File: src/rtl/cvt_fp_sd.sv
// ============================================================================
// Module   : cvt_fp_sd
// Purpose  : Sequential single<->double IEEE-754 converter over a 32-bit port.
//            Define CVT_FP_SD_RNE_EN to make narrowing round-to-nearest-even.
// Revision : 1.0 - initial release
// ============================================================================
`default_nettype none

module cvt_fp_sd #(
    parameter int EXPS  = 8,
    parameter int MANTS = 23,
    parameter int EXPD  = 11,
    parameter int MANTD = 52
) (
    input  logic        clk,
    input  logic        reset,
    input  logic [31:0] diA,
    input  logic        ciWay,
    input  logic        ciValid,
    output logic        coReady,
    output logic [31:0] doY,
    output logic        coValid,
    input  logic        ciReady,
    output logic        doNAN,
    output logic        doINF
);

    localparam int c_SHIFT = MANTD - MANTS;
    localparam logic [EXPD-1:0] c_BIAS_DIFF = EXPD'((1 << (EXPD - 1)) - (1 << (EXPS - 1)));
    localparam logic signed [EXPD:0] c_SEXP_MAX = (EXPD + 1)'((1 << EXPS) - 1);

    generate
        if ((EXPD + MANTD + 1 != 64) || (EXPS + MANTS + 1 != 32)) begin : g_badWidth
            $error("cvt_fp_sd: format widths must total 32 (single) and 64 (double)");
        end
    endgenerate

    typedef enum logic [2:0] {
        S_IDLE  = 3'd0,
        S_RX_HI = 3'd1,
        S_CONV  = 3'd2,
        S_TX_LO = 3'd3,
        S_TX_HI = 3'd4,
        S_TX_S  = 3'd5
    } state_t;

    state_t      r_state;
    logic        r_way;
    logic [31:0] r_lo;
    logic [31:0] r_hi;
    logic [31:0] r_outHi;

    // Widening: exact, the single sits in r_lo
    logic             w_sSign;
    logic [EXPS-1:0]  w_sExp;
    logic [MANTS-1:0] w_sFrac;
    logic [63:0]      w_wide;
    logic             w_wNan;
    logic             w_wInf;

    assign w_sSign = r_lo[31];
    assign w_sExp  = r_lo[MANTS +: EXPS];
    assign w_sFrac = r_lo[MANTS-1:0];

    always_comb begin
        w_wide = {w_sSign, 63'b0};
        w_wNan = 1'b0;
        w_wInf = 1'b0;
        if (w_sExp == '1) begin
            w_wide = {w_sSign, {EXPD{1'b1}}, w_sFrac, {c_SHIFT{1'b0}}};
            w_wNan = (w_sFrac != '0);
            w_wInf = (w_sFrac == '0);
        end else if (w_sExp != '0) begin
            w_wide = {w_sSign, {{(EXPD - EXPS){1'b0}}, w_sExp} + c_BIAS_DIFF,
                      w_sFrac, {c_SHIFT{1'b0}}};
        end
    end

    // Narrowing: rounding on the magnitude, then range check on the rebiased exponent
    logic [63:0]            w_dbl;
    logic                   w_dSign;
    logic [EXPD-1:0]        w_dExp;
    logic [MANTD-1:0]       w_dFrac;
    logic [MANTS:0]         w_mant;
    logic                   w_inc;
    logic [MANTS+1:0]       w_mantSum;
    logic signed [EXPD:0]   w_eRnd;
    logic [MANTS-1:0]       w_nanPay;
    logic [31:0]            w_narrow;
    logic                   w_nNan;
    logic                   w_nInf;

    assign w_dbl    = {r_hi, r_lo};
    assign w_dSign  = w_dbl[63];
    assign w_dExp   = w_dbl[MANTD +: EXPD];
    assign w_dFrac  = w_dbl[MANTD-1:0];
    assign w_mant   = {1'b1, w_dFrac[MANTD-1 -: MANTS]};
    assign w_nanPay = w_dFrac[MANTD-1 -: MANTS];

`ifdef CVT_FP_SD_RNE_EN
    assign w_inc = w_dFrac[c_SHIFT-1] & ((|w_dFrac[c_SHIFT-2:0]) | w_mant[0]);
`else
    assign w_inc = w_dFrac[c_SHIFT-1];
`endif

    assign w_mantSum = {1'b0, w_mant} + {{(MANTS + 1){1'b0}}, w_inc};
    assign w_eRnd    = $signed({1'b0, w_dExp}) - $signed({1'b0, c_BIAS_DIFF})
                     + $signed({{EXPD{1'b0}}, w_mantSum[MANTS+1]});

    always_comb begin
        w_narrow = {w_dSign, 31'b0};
        w_nNan   = 1'b0;
        w_nInf   = 1'b0;
        if (w_dExp == '1) begin
            if (w_dFrac != '0) begin
                w_narrow = {w_dSign, {EXPS{1'b1}},
                            (w_nanPay == '0) ? {1'b1, {(MANTS - 1){1'b0}}} : w_nanPay};
                w_nNan   = 1'b1;
            end else begin
                w_narrow = {w_dSign, {EXPS{1'b1}}, {MANTS{1'b0}}};
                w_nInf   = 1'b1;
            end
        end else if (w_dExp != '0) begin
            if (w_eRnd >= c_SEXP_MAX) begin
                w_narrow = {w_dSign, {EXPS{1'b1}}, {MANTS{1'b0}}};
                w_nInf   = 1'b1;
            end else if (w_eRnd > 0) begin
                // after a carry the sum is 1.000.., so its low bits are the fraction either way
                w_narrow = {w_dSign, w_eRnd[EXPS-1:0], w_mantSum[MANTS-1:0]};
            end
        end
    end

    always_ff @(posedge clk or posedge reset) begin
        if (reset) begin
            r_state <= S_IDLE;
            r_way   <= 1'b0;
            r_lo    <= '0;
            r_hi    <= '0;
            r_outHi <= '0;
            coReady <= 1'b1;
            coValid <= 1'b0;
            doY     <= '0;
            doNAN   <= 1'b0;
            doINF   <= 1'b0;
        end else begin
            case (r_state)
                S_IDLE: begin
                    doNAN <= 1'b0;
                    doINF <= 1'b0;
                    if (ciValid) begin
                        r_lo  <= diA;
                        r_way <= ciWay;
                        if (ciWay) begin
                            r_state <= S_RX_HI;
                        end else begin
                            r_state <= S_CONV;
                            coReady <= 1'b0;
                        end
                    end
                end
                S_RX_HI: begin
                    if (ciValid) begin
                        r_hi    <= diA;
                        r_state <= S_CONV;
                        coReady <= 1'b0;
                    end
                end
                S_CONV: begin
                    coValid <= 1'b1;
                    if (r_way) begin
                        doY     <= w_narrow;
                        doNAN   <= w_nNan;
                        doINF   <= w_nInf;
                        r_state <= S_TX_S;
                    end else begin
                        doY     <= w_wide[31:0];
                        r_outHi <= w_wide[63:32];
                        doNAN   <= w_wNan;
                        doINF   <= w_wInf;
                        r_state <= S_TX_LO;
                    end
                end
                S_TX_LO: begin
                    if (ciReady) begin
                        doY     <= r_outHi;
                        r_state <= S_TX_HI;
                    end
                end
                S_TX_HI, S_TX_S: begin
                    if (ciReady) begin
                        coValid <= 1'b0;
                        coReady <= 1'b1;
                        doY     <= '0;
                        doNAN   <= 1'b0;
                        doINF   <= 1'b0;
                        r_state <= S_IDLE;
                    end
                end
                default: r_state <= S_IDLE;
            endcase
        end
    end

endmodule

`default_nettype wire

File: config.mk
export PLATFORM = sky130hd
export DESIGN_NAME = cvt_fp_sd
export DESIGN_NICKNAME = d
export VERILOG_FILES = /design/src/rtl/cvt_fp_sd.sv
export SDC_FILE = /design/constraint.sdc
export NUM_CORES = 1
export LEC_CHECK = 0
export ABC_AREA = 1
export CAP_MARGIN = 20
export CORE_UTILIZATION = 52
export DETAILED_ROUTE_END_ITERATION = 10
export PLACE_DENSITY = 0.77
export RECOVER_POWER = 50
export SETUP_SLACK_MARGIN = 0.05
export SLEW_MARGIN = 20
export SYNTH_ARGS = -nofsm -noshare
export SYNTH_HDL_FRONTEND = slang
export SYNTH_SLANG_ARGS = --single-unit
export TNS_END_PERCENT = 1
File: constraint.sdc
create_clock -name clk -period 4.8 [get_ports clk]
set_input_delay 0.96 -clock clk [delete_from_list [all_inputs] [get_ports clk]]
set_output_delay 0.96 -clock clk [all_outputs]
set_load 0.05 [all_outputs]
# Word level (Yosys, flattened, before mapping)
# Index checks and enable logic that the tools add are counted.
[totals] in_bits=37 elab_cells=87 reg_bits=136
[classes] n_mux=38 reduce_logical=20 add_sub_neg=4 order_cmp=2 n_bitwise=1 n_eq_ne=12
[op_table] operator="$mux 63" count=2
[op_table] operator="$mux 31" count=4
[op_table] operator="$mux 32" count=3
[op_table] operator="$pmux 32 s3" count=1
[op_table] operator="$reduce_bool 52->1" count=1
[op_table] operator="$logic_not 23->1" count=2
[op_table] operator="$mux 23" count=2
[op_table] operator="$add 24x1->25" count=1
[op_table] operator="$reduce_bool 23->1" count=1
[op_table] operator="$mux 1" count=15
[op_table] operator="$mux 3" count=5
[op_table] operator="$pmux 3 s5" count=1
[op_table] operator="$add 12x2->12" count=1
[op_table] operator="$ge 12x9->1 const B" count=1
[op_table] operator="$gt 12x1->1 const B" count=1
[op_table] operator="$sub 11x10->12 const B" count=1
[op_table] operator="$add 8x10->11 const B" count=1
[op_table] operator="$eq 11x11->1 const B" count=1
[op_table] operator="$reduce_bool 11->1" count=1
[op_table] operator="$ne 2x2->1 const B" count=5
[op_table] operator="$reduce_and 2->1" count=5
[op_table] operator="$pmux 1 s3" count=3
[op_table] operator="$reduce_bool 3->1" count=3
[op_table] operator="$eq 8x8->1 const B" count=1
[op_table] operator="other kinds (13)" count=15

# Depth between registers and ports, before layout
[depth] word_depth=9 mapped_depth=26 mapped_depth_nobuf=25

# Worst setup path after synthesis
# OpenSTA, ideal clock, no wires.
[synth_timing] path_kind="reg2reg" startpoint="register r_lo[28]" endpoint="register doY[29]" setup_slack_ns=1.458 stages_incl_launch_ff=25 period_less_slack_ns=3.342 arrival_time_ns=3.203 setup_ns=0.138 cell_sequence="dfrtp_1 > ha_1 > ha_1 > nand2_1 > nor2_2 > nand3_1 > nor2_1 > nand3_1 > nor2_1 > nand3_1 > inv_1 > ha_1 > ha_1 > nand2_1 > inv_1 > nand3_1 > nand3_1 > nand2_1 > nor2_2 > nand2_2 > nor2_4 > buf_6 > nor2_1 > o21ai_0 > a22oi_1"
[synth_between] elab_chain_len=9 word_cells_on_any_way=14 classes_between="add/sub (2); order compare (2); eq/ne (1); mux (8); reduce/logical (1)"
[synth_lines] item="start, declared" line_no="49" rtl="logic [31:0] r_lo;"
[synth_lines] item="start signal, assigned" line_no="152" rtl="r_lo <= diA;"
[synth_lines] item="$add 24x1->25" line_no="106" rtl="assign w_mantSum = {1'b0, w_mant} + {{(MANTS + 1){1'b0}}, w_inc};"
[synth_lines] item="$add 12x2->12" line_no="108" rtl="+ $signed({{EXPD{1'b0}}, w_mantSum[MANTS+1]});"
[synth_lines] item="$gt 12x1->1" line_no="127" rtl="end else if (w_eRnd > 0) begin"
[synth_lines] item="$mux 31" line_no="127"
[synth_lines] item="$mux 31" line_no="124" rtl="if (w_eRnd >= c_SEXP_MAX) begin"
[synth_lines] item="$mux 31" line_no="123" rtl="end else if (w_dExp != '0) begin"
[synth_lines] item="$mux 31" line_no="114" rtl="if (w_dExp == '1) begin"
[synth_lines] item="$mux 32 *" line_no="171" rtl="if (r_way) begin"
[synth_lines] item="$pmux 32 s3 *" line_no="147" rtl="case (r_state)"
[synth_lines] item="end signal, assigned" line_no="172" rtl="doY <= w_narrow;"
[synth_lines] item="end signal, assigned" line_no="177" rtl="doY <= w_wide[31:0];"
[synth_lines] item="end signal, assigned" line_no="186" rtl="doY <= r_outHi;"
[synth_lines] item="end, declared" line_no="21" rtl="output logic [31:0] doY,"
# Mark *: on every way between the ends. The rest lies on a longest branch, timed or not.
# A chain may end at the register's enable or synchronous reset.

# Final worst setup path
[layout_timing] startpoint="register r_lo[28]" endpoint="register doY[23]"
# The elaborated chain is that of the path after synthesis.

==> impl_metrics.csv <==
group,metric,value,unit
outcome,status,"finished, violations left",
outcome,violations,"max-capacitance violations, max-slew violations",
yosys,synth_cell_types,33,
min_path,hold_depth,2,
yosys,yosysTopAreaCell,"dfrtp_1",
setup_path,worstSetupEndpointType,"flip-flop",
setup_path,worstSetupPathType,"reg -> reg",
timing,rsz0062_at_grt,"no",
route,drt_wl_total,20.9,mm
setup_path,critPathLaunchType,"flip-flop",
route,wl_per_cell,16.6,um
yosys,syn_inst,1011,
placement,gp_congestion,0.992,
cells_and_area,drive_gt1_frac,0.0651,
timing,hold_viol,0,
yosys,synth_area,7420,sq um
route,drt_first_iter_violations,650,
timing,slew_viol_final,121,
grt,antenna_found_initial,0,
setup_path,worstReg2RegStart,"r_lo[28]",
yosys,syn_area_per_cell,7.34,sq um
cts,root_buffer,"clkbuf_16",
placement,dpl.hpwl,15.0,mm
cts,clk-insertion-delay-late,0.42,ns
timing,finalSetupViolations,0,
power_and_ir_drop,ir_drop,0.000388,V
setup_path,crit_path_max_fanout,6,
flow_run,maxCapViolations,2,
power_and_ir_drop,p_per_area,755,nW/um^2
floorplan,fp.dieArea,14800,sq um
cts,numCtsBuffers,17,
setup_path,rr_worst_depth,22,
timing,skew,0.00636,ns
timing,whs,0.478,ns
cts,htreeDepth,4,
grt,grt_max_degree,82,
setup_path,regToRegEndpoint,"doY[23]",
cts,cts_buffer_depth,2,
placement,placed_area,8270,sq um
min_path,hp-start,"coValid",
cts,post-cts-setup-buffers,0,
route,vias,6909,
yosys,syn_nets,1053,
min_path,hold_end,"coValid",
cts,clk_pin_slew,0.06,ns
min_path,hp-class,"reg -> reg",
cells_and_area,layout_common_cells,"292 x nand2_1, 133 x inv_1, 133 x dfrtp_1",
route,final_antenna_net_count,0,
route,drc_errors,0,
yosys,ys_seq_area_frac,0.452,
yosys,synth_area_leaders,"dfrtp_1 45%, nand2_1 15%, o21ai_0 7.7%",
cells_and_area,num-nets-final,1106,
timing,max_slew.worst_pin.slew,2.33,ns
timing,finalCritPeriodShare,0.906,
floorplan,start_util,0.535,
grt,grt_pass1_wl,33.5,mm
grt,grt.total_usage,0.301,
cells_and_area,design_area,8900,sq um
cells_and_area,final_common_cell,"nand2_1",
cells_and_area,area_growth_syn_to_layout,19.9,%
grt,grt-ovfl-total,0,
yosys,synth_warnings,0,
timing,fin_crit,4.35,ns
cts,cts_num_sinks,134,
floorplan,die_h,121,um
placement,numPortBuffers,72,
setup_path,cp.required,5.13,ns
setup_path,arrival,4.68,ns
cells_and_area,stdcell_count,1256,
placement,place_inst,1223,
cells_and_area,insertedDiodeCount,0,
timing,fmax,0.230,GHz
floorplan,core-area,13900,sq um
floorplan,io_pins,73,
cts,cts_tree,"done",
power_and_ir_drop,p_leak,4.29,nW
floorplan,num_rows,43,
yosys,synth_top_area_frac,0.448,
yosys,ys_seq_elements,134,
grt,grt_pass1_vias,6223,
timing,setup_tns,0,ns
route,vias_per_cell,5.50,
route,dr.pass1.iters,5,
setup_path,r2r_slack,0.45,ns
timing,relSlewSlack,-0.562,
floorplan,fp.dieW,121,um
==> layout make-up <==
class | instances | area (sq um)
clock buffer | 24 | 512
clock inverter | 7 | 92.6
fill | 1257 | 4980
inverter | 137 | 515
multi-input combinational | 689 | 3370
sequential | 134 | 3350
tap | 180 | 225
timing repair buffer | 85 | 833
==> kinds of logic (layout without fill, tap and decap cells) <==
group                      Yosys count  in the layout  share of synthesized area
adders and majority gates            5              5                    0.00843
xor gates and xnor gates            10             10                     0.0118
buffers and inverters              189            253                      0.101
and+or+nand+nor                    484            485                      0.287
DFF                                134            134                      0.452
AOI/OAI and AO/OA                  189            189                      0.139
==> flip-flops by register name, indices dropped and copies added, names as in the netlist <==
signal   count
r_outHi     30
doNAN        1
doINF        1
doY         32
r_way        1
r_lo        32
coReady      1
coValid      1
r_state      3
r_hi        32
==> per-layer routing <==
layer  GRT usage  vias up  wire length (um)
met1       0.480     3192             10200
met3      0.0555       30              1640
met2       0.406      302              8700
met5           0        -                 0
li1            -     3385                 -
met4      0.0903        0               338
==> critical path: stages, from the launching register on <==
cell and delay (ns):
dfrtp_1 0.44, ha_1 0.20, ha_1 0.22, nand2_1 0.09
nor2_2 0.25, nand3_1 0.19, nor2_1 0.24, nand3_1 0.18
nor2_1 0.12, nand3_1 0.11, inv_1 0.08, ha_1 0.23
ha_1 0.23, nand3_1 0.12, o21ai_0 0.21, nand2_1 0.13
nor2_1 0.12, nand2_1 0.07, nor2_2 0.31, o21ai_0 0.28
nand2_1 0.18, nand2_1 0.07, a21boi_0 0.19
==> what timing repair did <==
| action | 4_1_cts | 5_1_grt |
|---|---|---|
| gates resized for setup | 0 | 1 |
| hold buffers | 0 | 0 |
| setup endpoints to repair | 0 | 8 |
==> synth_stat cells <==
cell	instances
buf_6	3
nor4_1	15
a221oi_1	1
nand3_1	53
xor2_1	6
inv_1	134
nand3_2	1
buf_2	7
nor2_2	7
ha_1	5
a21boi_0	6
a21oi_2	2
nand2_2	5
nor2_4	2
a22oi_1	4
nor2_1	44
clkbuf_1	37
o21ai_2	1
or2_2	1
nand3b_1	12
dfrtp_1	133
inv_2	3
buf_4	3
dfstp_2	1
buf_1	2
xnor2_1	4
o22ai_1	2
a21oi_1	41
o21ai_0	114
nand4_1	37
a21boi_1	18
nor3_1	15
nand2_1	292
==> power breakdown <==
group / leakage (nW) / switching (W) / internal [W] / total, W
clock: 0.290 / 0.000479 / 0.000842 / 0.00132
combinational: 2.33 / 0.00209 / 0.00106 / 0.00314
sequential: 1.67 / 0.000578 / 0.00168 / 0.00226
==> per-stage QoR <==
| step | util | worst slack, ns | total power [W] |
|---|---|---|---|
| 2_1_floorplan | - | 0.259 | 0.00434 |
| 3_5_place_dp | 0.596 | 0.550 | 0.00533 |
| 6_report | 0.641 | 0.453 | 0.00672 |
| 3_3_place_gp | 0.596 | 0.743 | 0.00528 |
| 5_1_grt | 0.641 | 0.0740 | 0.00719 |
| 4_1_cts | 0.639 | 0.509 | 0.00668 |
==> worst max path at each step <==
| stage | startpoint | to | cells after the start |
|---|---|---|---|
| after floorplan | reset | coValid | 1 |
| after global placement | r_lo[28] | doY[0] | 24 |
| after detailed placement | r_lo[28] | doY[30] | 23 |
| after CTS | r_lo[28] | doY[0] | 24 |
| after global routing | r_lo[28] | doY[23] | 22 |
| final | r_lo[28] | doY[23] | 22 |
No activity file was read; power rests on OpenSTA's default activity.
